$ cat config.mk
export PLATFORM = sky130hd
export DESIGN_NAME = uwarm_instr_encoder
export DESIGN_NICKNAME = d
export VERILOG_FILES = /design/src/rtl/uwarm_instr_encoder.sv
export SDC_FILE = /design/constraint.sdc
export NUM_CORES = 1
export LEC_CHECK = 0
export CORE_MARGIN = 8
export CORE_UTILIZATION = 53
export CTS_BUF_LIST = sky130_fd_sc_hd__clkbuf_4 sky130_fd_sc_hd__clkbuf_8 sky130_fd_sc_hd__clkbuf_16
export DETAILED_ROUTE_END_ITERATION = 7
export PLACE_DENSITY = 0.91
export SYNTH_ARGS = -nofsm -noshare
export SYNTH_HDL_FRONTEND = slang
export SYNTH_SLANG_ARGS = --single-unit
$ cat constraint.sdc
create_clock -name clk -period 6.8 [get_ports clk]
set_input_delay 1.02 -clock clk [delete_from_list [all_inputs] [get_ports clk]]
set_output_delay 1.02 -clock clk [all_outputs]
set_load 0.01 [all_outputs]
$ cat src/rtl/uwarm_instr_encoder.sv
// Symbolic-to-ARM instruction encoder feeding a 2-entry ready/valid queue toward the IMEM loader.
// Define UWARM_ENC_HALT_EN to add the HALT mnemonic (branch-to-self) and the halted output.
module uwarm_instr_encoder #(
    parameter logic [31:0] BASE_ADDR = 32'h0000_0000,
    parameter int          COUNT_W   = 16
) (
    input  logic               clk,
    input  logic               reset,
    input  logic               in_valid,
    output logic               in_ready,
    input  logic [3:0]         in_mnem,
    input  logic [3:0]         in_cond,
    input  logic               in_s,
    input  logic               in_imm,
    input  logic [3:0]         in_rd,
    input  logic [3:0]         in_rn,
    input  logic [3:0]         in_rm,
    input  logic [11:0]        in_imm12,
    input  logic [23:0]        in_imm24,
    output logic               out_valid,
    input  logic               out_ready,
    output logic [31:0]        out_instr,
    output logic [31:0]        out_addr,
    output logic               err,
`ifdef UWARM_ENC_HALT_EN
    output logic               halted,
`endif
    output logic [COUNT_W-1:0] word_count
);

    typedef enum logic [3:0] {
        MN_ADD  = 4'd0,
        MN_SUB  = 4'd1,
        MN_AND  = 4'd2,
        MN_ORR  = 4'd3,
        MN_EOR  = 4'd4,
        MN_CMP  = 4'd5,
        MN_LDR  = 4'd6,
        MN_STR  = 4'd7,
        MN_B    = 4'd8,
        MN_HALT = 4'd9
    } mnem_e;

    typedef struct packed {
        logic [31:0] instr;
        logic [31:0] addr;
    } entry_t;

    function automatic logic [3:0] dp_cmd(input logic [3:0] mnem);
        case (mnem)
            MN_ADD:  return 4'b0100;
            MN_SUB:  return 4'b0010;
            MN_ORR:  return 4'b1100;
            MN_EOR:  return 4'b0001;
            MN_CMP:  return 4'b1010;
            default: return 4'b0000;
        endcase
    endfunction

    logic [1:0]         count_q, count_d;
    entry_t             head_q, head_d, tail_q, tail_d;
    logic [31:0]        next_addr_q, next_addr_d;
    logic               err_q, err_d;
    logic [COUNT_W-1:0] word_count_q, word_count_d;
    logic               halted_q;

    logic [31:0] enc_word;
    logic        enc_legal;
    logic        dp_s;
    logic [3:0]  dp_rd;
    logic [11:0] dp_src2;
    logic        accept, push, pop;
    entry_t      new_entry;

`ifdef UWARM_ENC_HALT_EN
    logic enc_halt;
    logic halted_d;
    assign halted = halted_q;
`else
    assign halted_q = 1'b0;
`endif

    // CMP always updates flags and never writes a destination register.
    assign dp_s    = (in_mnem == MN_CMP) ? 1'b1 : in_s;
    assign dp_rd   = (in_mnem == MN_CMP) ? 4'd0 : in_rd;
    assign dp_src2 = in_imm ? in_imm12 : {8'b0, in_rm};

    // NOTE: every signal driven in always_comb gets a default first, so no path leaves it unassigned and infers a latch.
    always_comb begin
        enc_word  = '0;
        enc_legal = 1'b0;
`ifdef UWARM_ENC_HALT_EN
        enc_halt  = 1'b0;
`endif
        case (in_mnem)
            MN_ADD, MN_SUB, MN_AND, MN_ORR, MN_EOR, MN_CMP: begin
                enc_legal = 1'b1;
                enc_word  = {in_cond, 2'b00, in_imm, dp_cmd(in_mnem), dp_s, in_rn, dp_rd, dp_src2};
            end
            MN_LDR, MN_STR: begin
                enc_legal = 1'b1;
                enc_word  = {in_cond, 2'b01, 5'b01100, (in_mnem == MN_LDR), in_rn, in_rd, in_imm12};
            end
            MN_B: begin
                enc_legal = 1'b1;
                enc_word  = {in_cond, 4'b1010, in_imm24};
            end
`ifdef UWARM_ENC_HALT_EN
            MN_HALT: begin
                enc_legal = 1'b1;
                enc_halt  = 1'b1;
                enc_word  = {in_cond, 4'b1010, 24'hFF_FFFE};
            end
`endif
            default: ;
        endcase
    end

    assign in_ready  = (count_q != 2'd2) && !halted_q;
    assign accept    = in_valid && in_ready;
    assign push      = accept && enc_legal;
    assign pop       = out_valid && out_ready;
    assign new_entry = '{instr: enc_word, addr: next_addr_q};

    always_comb begin
        count_d      = count_q;
        head_d       = head_q;
        tail_d       = tail_q;
        next_addr_d  = next_addr_q;
        word_count_d = word_count_q;
        err_d        = err_q | (accept && !enc_legal);
`ifdef UWARM_ENC_HALT_EN
        halted_d     = halted_q | (push && enc_halt);
`endif
        if (push) begin
            next_addr_d  = next_addr_q + 32'd4;
            word_count_d = word_count_q + 1'b1;
        end
        case ({push, pop})
            2'b10: begin
                if (count_q == 2'd0) head_d = new_entry;
                else                 tail_d = new_entry;
                count_d = count_q + 2'd1;
            end
            2'b01: begin
                head_d  = tail_q;
                count_d = count_q - 2'd1;
            end
            2'b11: begin
                if (count_q == 2'd1) begin
                    head_d = new_entry;
                end else begin
                    head_d = tail_q;
                    tail_d = new_entry;
                end
            end
            default: ;
        endcase
    end

    // NOTE: state registers use non-blocking assignments so every flop samples pre-edge values.
    // NOTE: the two queue entries are plain flops and are reset so out_instr/out_addr have defined reset values.
    always_ff @(posedge clk or posedge reset) begin
        if (reset) begin
            count_q      <= 2'd0;
            head_q       <= '{instr: 32'h0, addr: BASE_ADDR};
            tail_q       <= '0;
            next_addr_q  <= BASE_ADDR;
            err_q        <= 1'b0;
            word_count_q <= '0;
`ifdef UWARM_ENC_HALT_EN
            halted_q     <= 1'b0;
`endif
        end else begin
            count_q      <= count_d;
            head_q       <= head_d;
            tail_q       <= tail_d;
            next_addr_q  <= next_addr_d;
            err_q        <= err_d;
            word_count_q <= word_count_d;
`ifdef UWARM_ENC_HALT_EN
            halted_q     <= halted_d;
`endif
        end
    end

    assign out_valid  = (count_q != 2'd0);
    assign out_instr  = head_q.instr;
    assign out_addr   = head_q.addr;
    assign err        = err_q;
    assign word_count = word_count_q;

endmodule
==> impl_metrics.py, run 1 <==
metrics = {
    "outcome": {
        "status": "complete, no violations",
    },
    "setup_path": {
        "crit_slowest_cell": "o31ai_4",
        "r2r_start": "count_q[0]",
        "cpPeakStageDelay_ps": 910,
        "r2r-end": "out_instr[1]",
        "crit_path_cell_trace": "clkdlybuf4s50_1 -> o31ai_4 -> nand2_1 -> inv_1 -> ha_1 -> nand2_1 -> nand2_2 -> o21ai_0 -> a21oi_1",
        "path_buf_inv": 2,
        "critPathMaxFanout": 60,
        "rrSetupSlack_ps": 2780,
        "worst_setup_path_end_kind": "flip-flop",
        "crit_required_ps": 7130,
        "r2r_cells": 10,
        "path_class": "input pin to flip-flop",
        "worst_setup_path_start_kind": "input pin",
        "cp.arrival_ps": 5290,
        "critPathTopFamily": "compound AO/OA/AOI/OAI gates",
        "crit_top_cell": "nand2_1",
    },
    "yosys": {
        "yosysTopAreaCell": "dfrtp_1",
        "synth.most_common_cell": "nand2_1",
        "ys_types": 50,
        "yosys-top-cells-area": "dfrtp_1 (54%), nand2_1 (9.0%), nor2_1 (5.1%)",
        "yosysSeqAreaShare_pct": 54.0,
        "async_flop_share_pct": 100,
        "ys_ff_latch": 173,
        "syn_area_um2": 8010,
        "synth_top_area_share_pct": 54.0,
        "synth_edf_count": 0,
        "yosys-top-cells-count": "nand2_1 (192), dfrtp_1 (173), nor2_1 (109)",
        "avgSynthCellArea_um2": 9.52,
        "synthCells": 842,
        "ys_warn_count": 0,
        "synth_ff_type": "dfrtp_1",
    },
    "pwr": {
        "ir_drop_mv": 0.250,
        "power_density_nw_per_um2": 407,
        "power.leakage_uw": 0.00466,
        "power.total_uw": 4140,
    },
    "global_routing": {
        "grt_util_all_layers_pct": 22.8,
        "grt_overflow_total": 0,
        "grt_pass1_vias": 7176,
        "grt_pass1_wl_mm": 36.0,
        "antenna_found_initial": 0,
        "grt_max_degree": 114,
    },
    "clock_network": {
        "htree_levels": 4,
        "clk_pin_slew_worst_paths_ps": 70,
        "clk_latency_ps": 440,
        "cts-buffers-inserted": 17,
        "cts_setup_buffers": 0,
        "cts_hold_buf": 0,
        "cts_resized": 0,
        "cts.sinks": 173,
        "root_buffer": "clkbuf_16",
        "cts_tree": "done",
        "cts.path.max_buffers": 2,
    },
    "finish": {
        "n_antenna_cell": 0,
        "instances_no_fill": 1152,
        "layout-drive-gt1-share_pct": 6.43,
        "nets": 1021,
        "area_delta_synth_final_pct": 27.0,
        "fillers": 1093,
        "finalInstanceArea_um2": 10200,
    },
    "routing": {
        "wire_per_inst_um": 18.6,
        "routed.top_layer": "met4",
        "via_count": 6824,
        "drtIter0Drc": 673,
        "route.met2.wl_mm": 10.8,
        "wl_met1_mm": 8.43,
        "first_pass_iters": 7,
        "drcViolationCount": 0,
        "drtAntennaViolNets": 0,
        "route.met3.wl_mm": 1.61,
        "routed_wl_mm": 21.4,
        "vias_per_cell": 5.92,
    },
    "placement": {
        "pre_cts_slack_ps": 1530,
        "place_inst": 1120,
        "place_area_um2": 9530,
        "dp_hpwl_mm": 13.4,
        "gp_congestion": 0.801,
        "port_buffers": 142,
    },
    "timing": {
        "fin_tns_setup_ps": 0,
        "setup_viol": 0,
        "timing.final.crit_share_pct": 73.0,
        "clock.fmax_mhz": 201,
        "relSlewSlack_pct": 17.0,
        "tightestPinTransition_ps": 1240,
        "rsz0062_at_grt": "no",
        "finalHoldViolations": 0,
        "layout_setup_ws_ps": 1840,
        "period_minus_slack_ps": 4960,
        "slew_violations": 0,
        "skew_ps": 8.75,
    },
    "die": {
        "start_util_pct": 53.5,
        "die_y_um": 139,
        "core-area_um2": 15000,
        "fp.dieW_um": 139,
        "io-pin-count": 145,
        "dieArea_um2": 19300,
        "num_rows": 45,
    },
    "flow_run": {
        "maxCapViolCount": 0,
    },
    "min_path": {
        "min_from": "err",
        "hp-class": "flip-flop to flip-flop",
        "hold_path_end": "err",
        "worstHoldPathCells": 1,
    },
}
## worst reg2reg max path, delay by kind of cell (launching register included)
kind                       cells  cell delay [ps]
buffers and inverters          2              380
AOI/OAI and AO/OA              2              580
DFF                            1              400
adders and majority gates      2              600
and+or+nand+nor                4             1970
## worst max path at each step
stage,from,to,slack [ps],cells after the start
final,in_mnem[1],out_instr[1],1840,9
after global routing,in_mnem[1],out_instr[15],1490,9
after CTS,in_mnem[1],out_instr[13],1950,9
after detailed placement,in_mnem[1],out_instr[13],1530,9
after global placement,in_mnem[1],out_instr[27],1790,10
after floorplan,reset,count_q[0],1090,1
## metal layers
metal  global-route usage (%)  vias up
li1                         -     3100
met1                     26.4     3364
met2                     39.3      312
met3                     5.78       48
met4                     10.1        0
met5                        0        -
## placed cells by master, fill, tap and decap left out, types with 14 or more instances in the layout
master / instances
a21oi_1: 21
a221oi_1: 46
clkbuf_16: 17
clkdlybuf4s50_1: 142
dfrtp_1: 173
inv_1: 14
nand2_1: 191
nand3_1: 15
nor2_1: 109
o21ai_0: 34
xnor2_1: 23
xor2_1: 23
## sequential cells by signal, summed over array words and instances, names as in the netlist
name	flops
count_q	2
err	1
next_addr_q	30
out_addr	30
out_instr	32
tail_q	62
word_count	16
## final cells by class
class | instances | area [um2] | share of cell area, %
well taps | 188 | 235 | 2.31
multi-input cells | 594 | 3420 | 33.6
flip-flops and latches | 173 | 4330 | 42.5
clock buffers | 23 | 495 | 4.87
clock inverters | 9 | 156 | 1.54
inverters | 15 | 61.3 | 0.602
repair buffers | 150 | 1480 | 14.6
## power breakdown
part / internal, uW / leakage [uW] / switching, uW
Sequential: 1360 / 0.00220 / 233
Clock: 663 / 0.000313 / 408
Combinational: 665 / 0.00215 / 808
## stage by stage
stage               hold WS [ps]  utilization [%]
finish                       463             68.0
global route                 483             68.0
CTS                          466             68.0
detailed placement           447             63.6
global placement             444             63.6
floorplan                    444                -
## cell families after synthesis
kind of cell / count (synthesis) / synth area share [%]
AO/OA/AOI/OAI: 141 / 13.0
multiplexers: 1 / 0.141
other: 1 / 0.0468
adder cells (fa/ha/maj): 8 / 1.25
flip-flops: 173 / 54.0
buffers and inverters: 76 / 3.92
AND/OR/NAND/NOR: 396 / 22.6
XOR/XNOR: 46 / 5.03
Power figures use the tool's default switching activity.
==> run 2: changes to the inputs <==
Settings changed: CORE_UTILIZATION 53 to 48, PLACE_DENSITY 0.91 to 0.87.
Clock period 6.8 ns to 4.3 ns, I/O delays scaled along.
==> run 2 against run 1 <==
Hold slack improved by 12 ps. Largest power group unchanged. Sequential share of layout area fell by 0.62 points. Clock power is 51% higher. Critical path type is now flip-flop to flip-flop. Power increased by 57%. Routed wire length shrank 1.5%. Combinational power up 61%.
==> impl_metrics.py, run 2 (synthesis results as in run 1) <==
metrics = {
    "clock_network": {
        "root_buffer": "clkbuf_16",
        "cts_resized": 0,
        "cts_hold_buf": 0,
        "clk_pin_slew_worst_paths_ps": 60,
        "htree_levels": 4,
        "cts_setup_buffers": 0,
        "cts-buffers-inserted": 17,
        "cts_tree": "done",
        "cts.sinks": 173,
        "cts.path.max_buffers": 2,
        "clk_latency_ps": 430,
    },
    "pwr": {
        "power_density_nw_per_um2": 630,
        "pwr-share-clk_pct": 24.9,
        "ir_drop_mv": 0.403,
        "p_sw_share_pct": 34.7,
        "p_comb_share_pct": 36.4,
        "p_sw_uw": 2260,
        "power.leakage_uw": 0.00473,
        "p_int_uw": 4250,
        "power_frac_seq_pct": 38.7,
        "power.total_uw": 6510,
    },
    "setup_path": {
        "worst_setup_path_start_kind": "flip-flop",
        "setup.worst_path.start": "count_q[0]",
        "r2r_start": "count_q[0]",
        "path_class": "flip-flop to flip-flop",
        "worst_setup_path_end_kind": "flip-flop",
        "critPathMaxFanout": 32,
        "crit_required_ps": 4670,
        "cp.arrival_ps": 3580,
    },
    "finish": {
        "n_antenna_cell": 0,
        "layout-drive-gt1-share_pct": 7.68,
        "largest_reg_flops": 62,
        "area_delta_synth_final_pct": 28.9,
        "fillers": 1305,
        "final_common_cell": "nand2_1",
        "layout_common_cells": "nand2_1 (191), dfrtp_1 (173), clkdlybuf4s50_1 (142)",
        "final-seq-area_um2": 4330,
        "final_core_util_pct": 62.7,
        "top_register": "tail_q",
        "nets": 1035,
        "multi_input_area_um2": 3420,
    },
    "die": {
        "io-pin-count": 145,
        "start_util_pct": 48.7,
        "core-area_um2": 16500,
        "dieArea_um2": 21100,
        "die_y_um": 145,
        "fp.dieW_um": 145,
        "num_rows": 47,
    },
    "global_routing": {
        "grt_overflow_total": 0,
        "grt_util_all_layers_pct": 20.3,
        "grt_pass1_vias": 6984,
        "antenna_found_initial": 0,
        "grt_max_degree": 88,
        "grt_pass1_wl_mm": 35.4,
    },
    "min_path": {
        "min_from": "tail_q[31]",
        "hp-class": "flip-flop to flip-flop",
    },
    "timing": {
        "finalHoldViolations": 0,
        "period_minus_slack_ps": 3210,
        "rsz0062_at_grt": "no",
        "setup_viol": 0,
        "whs_ps": 475,
        "clock.fmax_mhz": 311,
        "skew_ps": 8.67,
        "timing.final.crit_share_pct": 74.7,
        "fin_tns_setup_ps": 0,
        "relSlewSlack_pct": 36.8,
        "slew_violations": 0,
        "tightestPinTransition_ps": 945,
    },
    "outcome": {
        "status": "complete, no violations",
    },
    "placement": {
        "port_buffers": 142,
        "gp_congestion": 0.814,
        "dp_hpwl_mm": 14.4,
    },
    "routing": {
        "routed_wl_mm": 21.1,
        "wire_per_inst_um": 17.6,
        "first_pass_iters": 5,
        "drtAntennaViolNets": 0,
        "drtIter0Drc": 533,
        "via_count": 6773,
        "vias_per_cell": 5.66,
        "drcViolationCount": 0,
    },
    "flow_run": {
        "maxCapViolCount": 0,
    },
}
run 2: changes by cell type in the layout (fill, tap and decap cells not counted), sizes merged:
cell	previous run	this run
buf	8	22
inv	16	14
clkbuf	23	20
clkinv	1	5
run 2: worst paths after layout:
| kind | cells past startpoint | to | slack [ps] |
|---|---|---|---|
| worst min register to register | 2 | tail_q[31] | 480 |
| worst min-delay path | 2 | tail_q[31] | 480 |
| min in group asynchronous | 2 | word_count[4] | 590 |
| worst max register to register | 10 | tail_q[20] | 1090 |
| max in group asynchronous | 3 | out_addr[13] | 2780 |
| worst max-delay path | 10 | tail_q[20] | 1090 |
run 2: worst max-delay path: stages, from the launching register on:
cell	delay, ps
dfrtp_1	420
inv_1	110
ha_1	290
nand2b_1	330
inv_1	220
ha_1	320
a22oi_1	360
o21a_2	630
buf_4	320
nand2_1	80
nand2_1	70
run 2: metal layers:
layer / up-vias / global-route usage [%] / routed length [um] / share of wire (%)
met2: 298 / 33.0 / 10200 / 49
met1: 3297 / 24.5 / 8490 / 40
met4: 0 / 8.17 / 490 / 2.3
met5: - / 0 / 0 / 0
met3: 40 / 6.72 / 1890 / 9.0
li1: 3138 / - / - / -
run 2: per-stage QoR:
step / std cells / area [um2] / setup WS [ps]
6_report: 1197 / 10300 / 1090
3_3_place_gp: 1166 / 9710 / 846
5_1_grt: 1197 / 10300 / 869
3_5_place_dp: 1166 / 9710 / 717
2_1_floorplan: 843 / 8020 / 1360
4_1_cts: 1197 / 10300 / 1070
run 2: cell type report:
| class | count | share of cell area [%] |
|---|---|---|
| clock inverter | 11 | 1.62 |
| tap | 220 | 2.66 |
| multi-input combinational | 594 | 33.1 |
| inverter | 15 | 0.581 |
| timing repair buffer | 164 | 15.7 |
| clock buffer | 20 | 4.40 |
| sequential | 173 | 41.9 |
run 2: power by group through the flow:
stage / clock network [uW] / logic (uW) / registers, uW
2_1_floorplan: 0 / 1120 / 2590
3_3_place_gp: 0 / 2330 / 2500
3_5_place_dp: 0 / 2380 / 2530
4_1_cts: 1650 / 2400 / 2510
5_1_grt: 1710 / 2620 / 2580
6_report: 1620 / 2370 / 2520
==> run 3: changes to the inputs <==
Settings changed: CORE_UTILIZATION 48 to 53, PLACE_DENSITY 0.87 to 0.91.
Clock period 4.3 ns to 3.15 ns, I/O delays scaled along.
==> run 3 against run 2 <==
Design area rose by 0.30%. Clock power rose by 36%. Clock-buffer cell count rose by 2. Largest power group unchanged.
==> impl_metrics.py, run 3 (synthesis results as in run 1) <==
metrics = {
    "global_routing": {
        "grt_max_degree": 89,
        "use_met3_pct": 5.68,
        "grt_pass1_vias": 7106,
        "antenna_found_initial": 0,
        "grt_use_met2_pct": 37.5,
        "grtUsageMet1_pct": 26.3,
        "grt_overflow_total": 0,
        "grt_pass1_wl_mm": 35.3,
        "top_usage_layer": "met2",
        "grt_util_all_layers_pct": 22.5,
    },
    "setup_path": {
        "setup.worst_path.start": "count_q[0]",
        "r2r-end": "tail_q[52]",
        "worst_setup_path_end_kind": "flip-flop",
        "crit_required_ps": 3520,
        "critPathMaxFanout": 33,
        "rrSetupSlack_ps": 280,
        "path_class": "flip-flop to flip-flop",
        "r2r_start": "count_q[0]",
        "worst_setup_path_start_kind": "flip-flop",
        "cp.arrival_ps": 3240,
        "r2r_cells": 10,
    },
    "pwr": {
        "ir_drop_mv": 0.492,
        "power.leakage_uw": 0.00477,
        "power_density_nw_per_um2": 862,
    },
    "timing": {
        "timing.final.crit_share_pct": 91.0,
        "clock.fmax_mhz": 349,
        "skew_ps": 5.71,
        "relSlewSlack_pct": 60.6,
        "rsz0062_at_grt": "no",
        "tightestPinTransition_ps": 590,
        "setup_viol": 0,
        "slew_violations": 0,
        "period_minus_slack_ps": 2870,
        "finalHoldViolations": 0,
        "fin_tns_setup_ps": 0,
        "whs_ps": 469,
    },
    "clock_network": {
        "htree_levels": 4,
        "root_buffer": "clkbuf_16",
        "cts-buffers-inserted": 17,
        "cts_tree": "done",
        "cts_resized": 0,
        "cts.path.max_buffers": 2,
        "clk_latency_ps": 430,
        "cts.sinks": 173,
        "clk_pin_slew_worst_paths_ps": 60,
        "cts_setup_buffers": 0,
        "cts_hold_buf": 0,
    },
    "die": {
        "die_y_um": 139,
        "num_rows": 45,
        "dieArea_um2": 19300,
        "start_util_pct": 53.5,
        "io-pin-count": 145,
        "core-area_um2": 15000,
        "fp.dieW_um": 139,
    },
    "outcome": {
        "status": "complete, no violations",
    },
    "placement": {
        "dp_hpwl_mm": 14.0,
        "port_buffers": 142,
        "gp_congestion": 0.785,
    },
    "finish": {
        "multi_input_area_um2": 3420,
        "layout-drive-gt1-share_pct": 8.33,
        "final_common_cell": "nand2_1",
        "layout_common_cells": "nand2_1 (191), dfrtp_1 (173), clkdlybuf4s50_1 (142)",
        "n_antenna_cell": 0,
        "final-seq-area_um2": 4330,
        "area_delta_synth_final_pct": 29.3,
        "nets": 1041,
        "largest_reg_flops": 62,
        "final_core_util_pct": 69.2,
        "top_register": "tail_q",
        "fillers": 1061,
    },
    "routing": {
        "drtAntennaViolNets": 0,
        "first_pass_iters": 5,
        "drcViolationCount": 0,
        "vias_per_cell": 5.78,
        "wire_per_inst_um": 18.0,
        "routed_wl_mm": 21.1,
        "via_count": 6777,
        "drtIter0Drc": 475,
    },
    "flow_run": {
        "maxCapViolCount": 0,
    },
    "min_path": {
        "hp-class": "flip-flop to flip-flop",
        "hold_path_end": "err",
        "min_from": "err",
        "worstHoldPathCells": 1,
    },
}
run 3: metrics by stage:
stage / setup slack (ps) / instances / total power [uW] / instance area, um2
5_1_grt: 78.1 / 1172 / 9440 / 10400
2_1_floorplan: 379 / 843 / 5060 / 8020
6_report: 284 / 1172 / 8930 / 10400
4_1_cts: 312 / 1172 / 8970 / 10400
3_3_place_gp: 400 / 1140 / 6610 / 9740
3_5_place_dp: 338 / 1140 / 6750 / 9740
run 3: power breakdown:
| group | switching (uW) | internal [uW] |
|---|---|---|
| clock network | 866 | 1340 |
| registers | 483 | 2940 |
| logic | 1760 | 1540 |
run 3: layer usage:
| metal | wire length (um) | vias to the layer above |
|---|---|---|
| li1 | - | 3150 |
| met1 | 8350 | 3295 |
| met2 | 10500 | 271 |
| met3 | 1460 | 61 |
| met4 | 787 | 0 |
| met5 | 0 | - |
run 3: final cells by class:
class / count / share of cell area, %
timing repair buffer: 170 / 16.3
multi-input combinational: 594 / 33.0
inverter: 15 / 0.580
clock inverter: 10 / 1.30
clock buffer: 22 / 4.71
sequential: 173 / 41.8
tap: 188 / 2.27
run 3: worst max-delay path, stage by stage (launching register included):
cell and delay (ps):
dfrtp_1 410, inv_1 90, ha_1 310, nand2b_1 330, inv_1 220, ha_1 310
a22oi_1 350, o21a_2 210, buf_4 330, o21ai_0 160, nand2_1 80
run 3: how the worst max path moves through the flow:
stage	endpoint	slack, ps	cells past startpoint
after floorplan	out_instr[0]	380	11
after CTS	tail_q[45]	310	10
after global placement	tail_q[45]	400	11
final	tail_q[52]	280	10
after detailed placement	out_addr[12]	340	9
after global routing	tail_q[34]	80	10
